===== config.mk =====
export PLATFORM = sky130hd
export DESIGN_NAME = nms_pipeline_stage
export DESIGN_NICKNAME = d
export VERILOG_FILES = /design/src/rtl/nms_pipeline_stage.sv
export SDC_FILE = /design/constraint.sdc
export NUM_CORES = 1
export LEC_CHECK = 0
export CORE_ASPECT_RATIO = 1.1
export CORE_UTILIZATION = 35
export DETAILED_ROUTE_END_ITERATION = 8
export HOLD_SLACK_MARGIN = 0.02
export PLACE_DENSITY = 0.61
export SYNTH_ARGS = -nofsm -noshare
export SYNTH_HDL_FRONTEND = slang
export SYNTH_SLANG_ARGS = --single-unit

===== constraint.sdc =====
create_clock -name clk -period 3.9 [get_ports clk]
set_clock_uncertainty 0.2 [all_clocks]
set_input_delay 0.585 -clock clk [delete_from_list [all_inputs] [get_ports clk]]
set_output_delay 0.585 -clock clk [all_outputs]
set_load 0.03 [all_outputs]

===== src/rtl/nms_pipeline_stage.sv =====
// Non-maxima suppression stage for the Canny edge path: directional local-maximum test on a 3x3
// magnitude window, frame-border suppression, sof/eol tagging, valid/ready flow. Optional weak/strong
// classification against lo_thr/hi_thr is built when NMS_HYSTERESIS_EN is defined.
module nms_pipeline_stage #(
  parameter int MAG_W     = 8,
  parameter int IMG_W     = 640,
  parameter int IMG_H     = 480,
  parameter int TIE_BREAK = 1
) (
  input  logic             clk,
  input  logic             rst,
  input  logic [MAG_W-1:0] p00,
  input  logic [MAG_W-1:0] p01,
  input  logic [MAG_W-1:0] p02,
  input  logic [MAG_W-1:0] p10,
  input  logic [MAG_W-1:0] p11,
  input  logic [MAG_W-1:0] p12,
  input  logic [MAG_W-1:0] p20,
  input  logic [MAG_W-1:0] p21,
  input  logic [MAG_W-1:0] p22,
  input  logic [1:0]       grad_dir,
  input  logic             in_sof,
  input  logic             in_valid,
  output logic             in_ready,
  input  logic [MAG_W-1:0] lo_thr,
  input  logic [MAG_W-1:0] hi_thr,
  output logic [MAG_W-1:0] edge_mag,
  output logic [1:0]       edge_class,
  output logic             out_sof,
  output logic             out_eol,
  output logic             out_valid,
  input  logic             out_ready
);

  localparam int CW = (IMG_W > 2) ? $clog2(IMG_W) : 2;
  localparam int RW = (IMG_H > 2) ? $clog2(IMG_H) : 2;
  localparam logic [CW-1:0] COL_LAST = CW'(IMG_W - 1);
  localparam logic [RW-1:0] ROW_LAST = RW'(IMG_H - 1);

  function automatic logic f_keep(input logic [MAG_W-1:0] c,
                                  input logic [MAG_W-1:0] n1,
                                  input logic [MAG_W-1:0] n2);
    logic k;
    if (TIE_BREAK != 0) k = (c > n1) && (c >= n2);
    else                k = (c >= n1) && (c >= n2);
    return k && (c != '0);
  endfunction

  // Strong is tested first, so an inverted threshold pair degrades to strong-or-none.
  function automatic logic [1:0] f_class(input logic [MAG_W-1:0] c,
                                         input logic [MAG_W-1:0] lo,
                                         input logic [MAG_W-1:0] hi);
    if (c >= hi)      return 2'b10;
    else if (c >= lo) return 2'b01;
    else              return 2'b00;
  endfunction

  logic             w_adv;
  logic             w_xfer_in;
  logic [CW-1:0]    w_col;
  logic [RW-1:0]    w_row;
  logic             w_border;
  logic [MAG_W-1:0] w_n1;
  logic [MAG_W-1:0] w_n2;
  logic             w_keep;
  logic [MAG_W-1:0] w_mag;
  logic [1:0]       w_cls;

  logic [CW-1:0]    r_col;
  logic [RW-1:0]    r_row;

  logic             r_vld_p1;
  logic [MAG_W-1:0] r_ctr_p1;
  logic [MAG_W-1:0] r_n1_p1;
  logic [MAG_W-1:0] r_n2_p1;
  logic             r_sof_p1;
  logic             r_eol_p1;

  logic             r_vld_p2;
  logic [MAG_W-1:0] r_mag_p2;
  logic [1:0]       r_cls_p2;
  logic             r_sof_p2;
  logic             r_eol_p2;

  assign w_adv     = !r_vld_p2 || out_ready;
  assign in_ready  = w_adv;
  assign w_xfer_in = in_valid && w_adv;

  // An accepted sof redefines the current pixel as (0,0) whatever the counters say.
  assign w_col    = in_sof ? '0 : r_col;
  assign w_row    = in_sof ? '0 : r_row;
  assign w_border = (w_row == '0) || (w_row == ROW_LAST) ||
                    (w_col == '0) || (w_col == COL_LAST);

  always_comb begin
    w_n1 = p10;
    w_n2 = p12;
    case (grad_dir)
      2'b01:   begin w_n1 = p02; w_n2 = p20; end
      2'b10:   begin w_n1 = p01; w_n2 = p21; end
      2'b11:   begin w_n1 = p00; w_n2 = p22; end
      default: begin w_n1 = p10; w_n2 = p12; end
    endcase
  end

  always_ff @(posedge clk) begin
    if (rst) begin
      r_col <= '0;
      r_row <= '0;
    end else if (w_xfer_in) begin
      if (w_col == COL_LAST) begin
        r_col <= '0;
        r_row <= (w_row == ROW_LAST) ? '0 : w_row + RW'(1);
      end else begin
        r_col <= w_col + CW'(1);
        r_row <= w_row;
      end
    end
  end

  // ---- stage 1: centre, selected neighbours, position flags ----
  always_ff @(posedge clk) begin
    if (rst) r_vld_p1 <= 1'b0;
    else if (w_adv) r_vld_p1 <= in_valid;
  end

  always_ff @(posedge clk) begin
    if (w_adv) begin
      r_ctr_p1 <= w_border ? '0 : p11;
      r_n1_p1  <= w_n1;
      r_n2_p1  <= w_n2;
      r_sof_p1 <= (w_col == '0) && (w_row == '0);
      r_eol_p1 <= (w_col == COL_LAST);
    end
  end

  always_comb begin
    w_keep = f_keep(r_ctr_p1, r_n1_p1, r_n2_p1);
    w_mag  = '0;
    w_cls  = 2'b00;
    if (w_keep) begin
`ifdef NMS_HYSTERESIS_EN
      w_cls = f_class(r_ctr_p1, lo_thr, hi_thr);
      w_mag = (w_cls != 2'b00) ? r_ctr_p1 : '0;
`else
      w_cls = 2'b10;
      w_mag = r_ctr_p1;
`endif
    end
  end

`ifndef NMS_HYSTERESIS_EN
  logic w_unused_thr;
  assign w_unused_thr = ^{lo_thr, hi_thr, f_class(r_ctr_p1, r_n1_p1, r_n2_p1)};
`endif

  // ---- stage 2: keep decision, classification, output register ----
  always_ff @(posedge clk) begin
    if (rst) begin
      r_vld_p2 <= 1'b0;
      r_mag_p2 <= '0;
      r_cls_p2 <= 2'b00;
      r_sof_p2 <= 1'b0;
      r_eol_p2 <= 1'b0;
    end else if (w_adv) begin
      r_vld_p2 <= r_vld_p1;
      r_mag_p2 <= r_vld_p1 ? w_mag : '0;
      r_cls_p2 <= r_vld_p1 ? w_cls : 2'b00;
      r_sof_p2 <= r_vld_p1 && r_sof_p1;
      r_eol_p2 <= r_vld_p1 && r_eol_p1;
    end
  end

  assign edge_mag   = r_mag_p2;
  assign edge_class = r_cls_p2;
  assign out_sof    = r_sof_p2;
  assign out_eol    = r_eol_p2;
  assign out_valid  = r_vld_p2;

endmodule


# Word-level counts from Yosys, hierarchy flattened
# Index checks and enable logic that the tools add are counted.
[word_totals] ff_bits=59 output_inout_bits=14 elab_cells=47 input_bits=95
[op_classes] muxes=11 n_addsub=2 order_cmp=2 n_reduce_logical=14 n_eq_ne=5
[ops] cell="8-bit case mux with 3 select lines" n=2
[ops] cell="9-bit two-way mux" n=3
[ops] cell="10-bit two-way mux" n=2
[ops] cell="8-bit two-way mux" n=2
[ops] cell="10-bit by 1-bit adder with 10-bit output (second input constant)" n=1
[ops] cell="10-bit equality test (second input constant)" n=1
[ops] cell="10-bit logical NOT" n=1
[ops] cell="9-bit by 1-bit adder with 9-bit output (second input constant)" n=1
[ops] cell="9-bit equality test (second input constant)" n=1
[ops] cell="9-bit logical NOT" n=1
[ops] cell="8-bit >= comparator" n=1
[ops] cell="8-bit greater-than comparator" n=1
[ops] cell="8-bit nonzero test" n=1
[ops] cell="1-bit logical AND" n=6
[ops] cell="2-bit equality test (second input constant)" n=2
[ops] cell="1-bit logical OR" n=4
[ops] cell="2-bit two-way mux" n=2
[ops] cell="2-bit by 1-bit equality test with 1-bit output (second input constant)" n=1
[ops] cell="1-bit logical NOT" n=1

# Depth between registers and ports, before layout
[depth] word_depth=5 ltp_mapped=11 ltp_nobuf=8

# Worst setup path after synthesis
# OpenSTA, ideal clock, no wires.
[synth_path] path_type="input to register" start="input in_sof" end="register r_ctr_p1[0], data pin" setup_time_ns=0.255 required_ns=3.445 path_slack_ns=0.822 n_path_buf=3 t_arrival_ns=2.624 path_stages=10 cell_sequence="clkbuf_1 > clkbuf_1 > clkbuf_1 > nand2b_1 > inv_1 > ha_1 > nand4_1 > nor4b_1 > nor4_1 > and2_1"
[synth_via] elab_chain_cells=5 word_cells_on_any_way=9 classes_between="eq/ne: 2; mux: 2; reduce/logical: 5"
[synth_rtl] item="from (decl)" line_no="22" text="input logic in_sof,"
[synth_rtl] item="9-bit two-way mux" line_no="91" text="assign w_row = in_sof ? '0 : r_row;"
[synth_rtl] item="9-bit equality test / 9-bit logical NOT (equally long branches)" line_no="92" text="assign w_border = (w_row == '0) || (w_row == ROW_LAST) ||"
[synth_rtl] item="1-bit logical OR (2 in series)" line_no="92"
[synth_rtl] item="1-bit logical OR (*)" line_no="93" text="(w_col == '0) || (w_col == COL_LAST);"
[synth_rtl] item="to (signal assigned)" line_no="129" text="r_ctr_p1 <= w_border ? '0 : p11;"
[synth_rtl] item="to (decl)" line_no="73" text="logic [MAG_W-1:0] r_ctr_p1;"
# Every way passes the cells marked *; elsewhere a longest branch is shown, timed or not.
# A chain may end at the register's enable or synchronous reset.

# Worst setup path in the final report
[layout_path] start="input out_ready" end="output in_ready"
[layout_via] elab_chain_cells=1
[layout_rtl] item="from (decl)" line_no="32" text="input logic out_ready"
[layout_rtl] item="1-bit logical OR" line_no="85" text="assign w_adv = !r_vld_p2 || out_ready;"
[layout_rtl] item="to (decl)" line_no="24" text="output logic in_ready,"
# No other way between the ends.

==> impl_metrics.xml <==
<?xml version="1.0" encoding="UTF-8"?>
<metrics>
  <group name="outcome">
    <metric name="run_status" unit="">finished clean</metric>
  </group>
  <group name="clock_network">
    <metric name="cts_sinks" unit="">58</metric>
    <metric name="post-cts-setup-buffer-count" unit="">0</metric>
    <metric name="tritoncts.num_buffers" unit="">9</metric>
    <metric name="tritoncts" unit="">yes</metric>
    <metric name="ctsResizeCount" unit="">0</metric>
    <metric name="h_tree_depth_reported_by_cts" unit="">3</metric>
    <metric name="clk_pin_slew_worst_paths" unit="ns">0.07</metric>
    <metric name="worst_skew_pair.late_latency" unit="ns">0.34</metric>
    <metric name="cts-root-buf" unit="">sky130_fd_sc_hd__clkbuf_8</metric>
    <metric name="ctsLongestPathBuffers" unit="">2</metric>
    <metric name="cts.hold.buffers_added" unit="">0</metric>
  </group>
  <group name="synth">
    <metric name="share_of_synthesized_cell_area_in_full_adder_half_adder_and_majority_cells" unit="%">7.55</metric>
    <metric name="async_reset_ff_share" unit="%">0</metric>
    <metric name="synthSimpleGateAreaFrac" unit="%">20.7</metric>
    <metric name="synth_mux_area_share" unit="%">11.2</metric>
    <metric name="synth-seq-cells" unit="">58</metric>
    <metric name="yosysSeqAreaShare" unit="%">42.9</metric>
    <metric name="synth_top_family_by_area" unit="">simple AND/OR/NAND/NOR gates</metric>
    <metric name="synth_compound_gate_area_share" unit="%">12.2</metric>
    <metric name="synth_area_per_cell" unit="sq um">10.0</metric>
    <metric name="ys.warnings.count" unit="">0</metric>
    <metric name="number_of_instances_in_the_synthesized_netlist" unit="">330</metric>
    <metric name="synth-edff-count" unit="">26</metric>
    <metric name="synthXorXnorAreaFrac" unit="%">0.264</metric>
    <metric name="synth-main-ff-cell" unit="">sky130_fd_sc_hd__dfxtp_1</metric>
    <metric name="synth_area" unit="sq um">3310</metric>
    <metric name="synth.distinct_cells" unit="">49</metric>
    <metric name="syn_nets" unit="">445</metric>
  </group>
  <group name="cells_and_area">
    <metric name="finish.net_count" unit="">540</metric>
    <metric name="postLayoutCoreUtil" unit="%">50.5</metric>
    <metric name="post_layout_nonfiller_instances" unit="">544</metric>
    <metric name="antenna_diode_count" unit="">0</metric>
    <metric name="area_delta_synth_final" unit="%">37.4</metric>
    <metric name="post_route_cells_drive_above_1_share" unit="%">10.2</metric>
  </group>
  <group name="power">
    <metric name="worst_ir_drop_vdd" unit="mV">0.136</metric>
    <metric name="total_power" unit="uW">1420</metric>
    <metric name="power_density" unit="nW/um^2">311</metric>
    <metric name="p_leak" unit="uW">0.00173</metric>
  </group>
  <group name="sta">
    <metric name="maxSlewHeadroom" unit="%">36.6</metric>
    <metric name="timing_max_transition_violations_final" unit="">0</metric>
    <metric name="fin_crit" unit="ns">3.09</metric>
    <metric name="fin_crit_sh" unit="%">79.2</metric>
    <metric name="grt_setup_unrepaired" unit="">false</metric>
    <metric name="timing.fmax" unit="MHz">324</metric>
    <metric name="number_of_hold_violations_in_the_final_report" unit="">0</metric>
    <metric name="timing.hold.ws" unit="ns">0.252</metric>
    <metric name="finalSetupViolations" unit="">0</metric>
    <metric name="transition_at_the_pin_with_the_smallest_max_transition_slack" unit="ns">0.947</metric>
    <metric name="final.setup.tns" unit="ns">0</metric>
  </group>
  <group name="worst_hold_path">
    <metric name="hold_path_startpoint" unit="">edge_mag[4]</metric>
    <metric name="hold_path.class" unit="">reg -&gt; reg</metric>
    <metric name="hold_path_depth" unit="">2</metric>
  </group>
  <group name="flow_run">
    <metric name="drv_cap" unit="">0</metric>
  </group>
  <group name="routing">
    <metric name="top_signal_layer_used" unit="">met4</metric>
    <metric name="drc" unit="">0</metric>
    <metric name="antenna_violating_nets_remaining" unit="">0</metric>
    <metric name="totalWireLength" unit="um">7490</metric>
    <metric name="route.met2.wl" unit="um">3520</metric>
    <metric name="wl_met3" unit="um">330</metric>
    <metric name="via_per_inst" unit="">5.19</metric>
    <metric name="route.layer.met1.wl" unit="um">3460</metric>
    <metric name="first_pass_iters" unit="">4</metric>
    <metric name="drt-wirelength-per-cell" unit="um">13.8</metric>
    <metric name="drt_first_iter_violations" unit="">116</metric>
    <metric name="vias" unit="">2821</metric>
  </group>
  <group name="grt">
    <metric name="first_global_vias" unit="">2732</metric>
    <metric name="global_route.usage.total" unit="%">16.8</metric>
    <metric name="initial_antenna_violation_count" unit="">0</metric>
    <metric name="grt_pass1_wl" unit="um">12800</metric>
    <metric name="maximum_number_of_pins_on_one_net_before_global_route_repair" unit="">26</metric>
    <metric name="overflow" unit="">0</metric>
  </group>
  <group name="die">
    <metric name="fp.dieArea" unit="sq um">9860</metric>
    <metric name="core_ar" unit="sq um">9010</metric>
    <metric name="floorplan.initialDensity" unit="%">36.8</metric>
    <metric name="fp.dieW" unit="um">94.8</metric>
    <metric name="io_pins" unit="">109</metric>
    <metric name="placementRows" unit="">36</metric>
    <metric name="die_h" unit="um">104</metric>
  </group>
  <group name="worst_setup_path">
    <metric name="timing.critical_path.slowest_cell_delay" unit="ns">0.68</metric>
    <metric name="timing.setup.critical_path_class" unit="">in -&gt; out</metric>
    <metric name="critical_path.most_common_cell" unit="">sky130_fd_sc_hd__clkdlybuf4s50_1</metric>
    <metric name="crit_path_cell_trace" unit="">clkdlybuf4s50_1 -&gt; nor2b_1 -&gt; clkinv_1 -&gt; clkdlybuf4s50_1</metric>
    <metric name="critical_path_peak_fanout" unit="">9</metric>
    <metric name="start_kind" unit="">input pin</metric>
    <metric name="endpoint_kind" unit="">output port</metric>
    <metric name="worstReg2RegStart" unit="">r_ctr_p1[1]</metric>
    <metric name="setup_slack_on_the_worst_flop_to_flop_path" unit="ns">1.38</metric>
    <metric name="critPathArrivalTime" unit="ns">2.31</metric>
    <metric name="rr_worst_depth" unit="">6</metric>
    <metric name="crit_path_start" unit="">out_ready</metric>
    <metric name="slowest_stage" unit="">sky130_fd_sc_hd__clkdlybuf4s50_1</metric>
    <metric name="required" unit="ns">3.12</metric>
  </group>
  <group name="placed_design">
    <metric name="port-buffer-count" unit="">91</metric>
    <metric name="placed_cells_incl_taps" unit="">528</metric>
    <metric name="place_congestion" unit="">0.793</metric>
    <metric name="place_hpwl" unit="um">5850</metric>
  </group>
</metrics>
==> routing by layer <==
metal | GRT usage [%] | vias up
met1 | 22.3 | 1311
met2 | 25.7 | 78
met5 | 0 | -
li1 | - | 1418
met3 | 3.44 | 14
met4 | 8.23 | 0
==> final cells by class <==
cell class | instances | area [sq um]
multi-input cells | 231 | 1720
fillers | 856 | 4460
flip-flops and latches | 58 | 1420
inverters | 25 | 93.8
clock buffers | 9 | 124
repair buffers | 100 | 978
clock inverters | 7 | 70.1
well taps | 114 | 143
==> layout by cell type (no fill, tap or decap), types with 13 or more instances in the layout <==
cell type / instances
sky130_fd_sc_hd__a21oi_1: 20
sky130_fd_sc_hd__clkdlybuf4s50_1: 91
sky130_fd_sc_hd__dfxtp_1: 32
sky130_fd_sc_hd__edfxtp_1: 26
sky130_fd_sc_hd__ha_1: 20
sky130_fd_sc_hd__inv_1: 24
sky130_fd_sc_hd__mux4_2: 16
sky130_fd_sc_hd__nand2_1: 33
sky130_fd_sc_hd__nand3_1: 13
sky130_fd_sc_hd__nor2_1: 15
sky130_fd_sc_hd__o21ai_0: 24
==> logic make-up (layout without fill, tap and decap cells) <==
family	Yosys count	count (layout)
and+or+nand+nor	125	125
AOI/OAI and AO/OA	67	67
DFF	58	58
buffers and inverters	41	141
adders and majority gates	20	20
muxes	17	17
other	1	1
xor gates and xnor gates	1	1
==> sequential cells by signal, indices dropped and copies added, names as in the netlist, 8 cells and up <==
register	count
r_row	9
edge_mag	8
r_ctr_p1	8
r_n2_p1	8
r_col	10
r_n1_p1	8
==> final timing paths <==
path / end
max: in_ready
min: edge_mag[4]
max reg2reg: edge_mag[5]
min reg2reg: edge_mag[4]
==> cell usage after synthesis (2+ instances only) <==
| library cell | number | share of area (%) |
|---|---|---|
| sky130_fd_sc_hd__nand2_1 | 33 | 3.7 |
| sky130_fd_sc_hd__dfxtp_1 | 32 | 19 |
| sky130_fd_sc_hd__edfxtp_1 | 26 | 24 |
| sky130_fd_sc_hd__inv_1 | 24 | 2.7 |
| sky130_fd_sc_hd__o21ai_0 | 24 | 3.6 |
| sky130_fd_sc_hd__a21oi_1 | 20 | 3.0 |
| sky130_fd_sc_hd__ha_1 | 20 | 7.6 |
| sky130_fd_sc_hd__mux4_2 | 16 | 11 |
| sky130_fd_sc_hd__nor2_1 | 15 | 1.7 |
| sky130_fd_sc_hd__nand3_1 | 13 | 2.0 |
| sky130_fd_sc_hd__and2_1 | 11 | 2.1 |
| sky130_fd_sc_hd__clkbuf_1 | 10 | 1.1 |
| sky130_fd_sc_hd__nand4_1 | 8 | 1.5 |
| sky130_fd_sc_hd__nand2b_1 | 6 | 1.1 |
| sky130_fd_sc_hd__nor2b_1 | 6 | 1.1 |
| sky130_fd_sc_hd__nor3_1 | 6 | 0.91 |
| sky130_fd_sc_hd__nor4_1 | 5 | 0.94 |
| sky130_fd_sc_hd__or4_1 | 5 | 1.1 |
| sky130_fd_sc_hd__a31oi_1 | 4 | 0.75 |
| sky130_fd_sc_hd__nand3b_1 | 4 | 0.91 |
| sky130_fd_sc_hd__a211oi_1 | 3 | 0.68 |
| sky130_fd_sc_hd__and3_1 | 3 | 0.57 |
| sky130_fd_sc_hd__a311oi_1 | 2 | 0.53 |
| sky130_fd_sc_hd__and4b_1 | 2 | 0.60 |
| sky130_fd_sc_hd__buf_1 | 2 | 0.23 |
| sky130_fd_sc_hd__buf_4 | 2 | 0.45 |
| sky130_fd_sc_hd__nor3b_1 | 2 | 0.45 |
| sky130_fd_sc_hd__nor4b_1 | 2 | 0.53 |
| sky130_fd_sc_hd__o211ai_1 | 2 | 0.45 |
| sky130_fd_sc_hd__o21a_1 | 2 | 0.45 |
| sky130_fd_sc_hd__o31ai_1 | 2 | 0.45 |
==> worst max-delay path: cells and delay by family <==
family,cells,cell delay (ns)
buffers and inverters,3,1.42
and+or+nand+nor,1,0.30
==> through the flow <==
step,setup slack [ns],area (sq um)
4_1_cts,0.793,4550
6_report,0.809,4550
3_3_place_gp,0.619,4360
3_5_place_dp,0.573,4360
5_1_grt,0.667,4550
2_1_floorplan,0.822,3310
==> power breakdown <==
group | internal, uW | switching, uW
Sequential | 664 | 11.2
Combinational | 127 | 79.9
Clock | 292 | 243
Note: power is estimated with default switching activity, not from simulation.
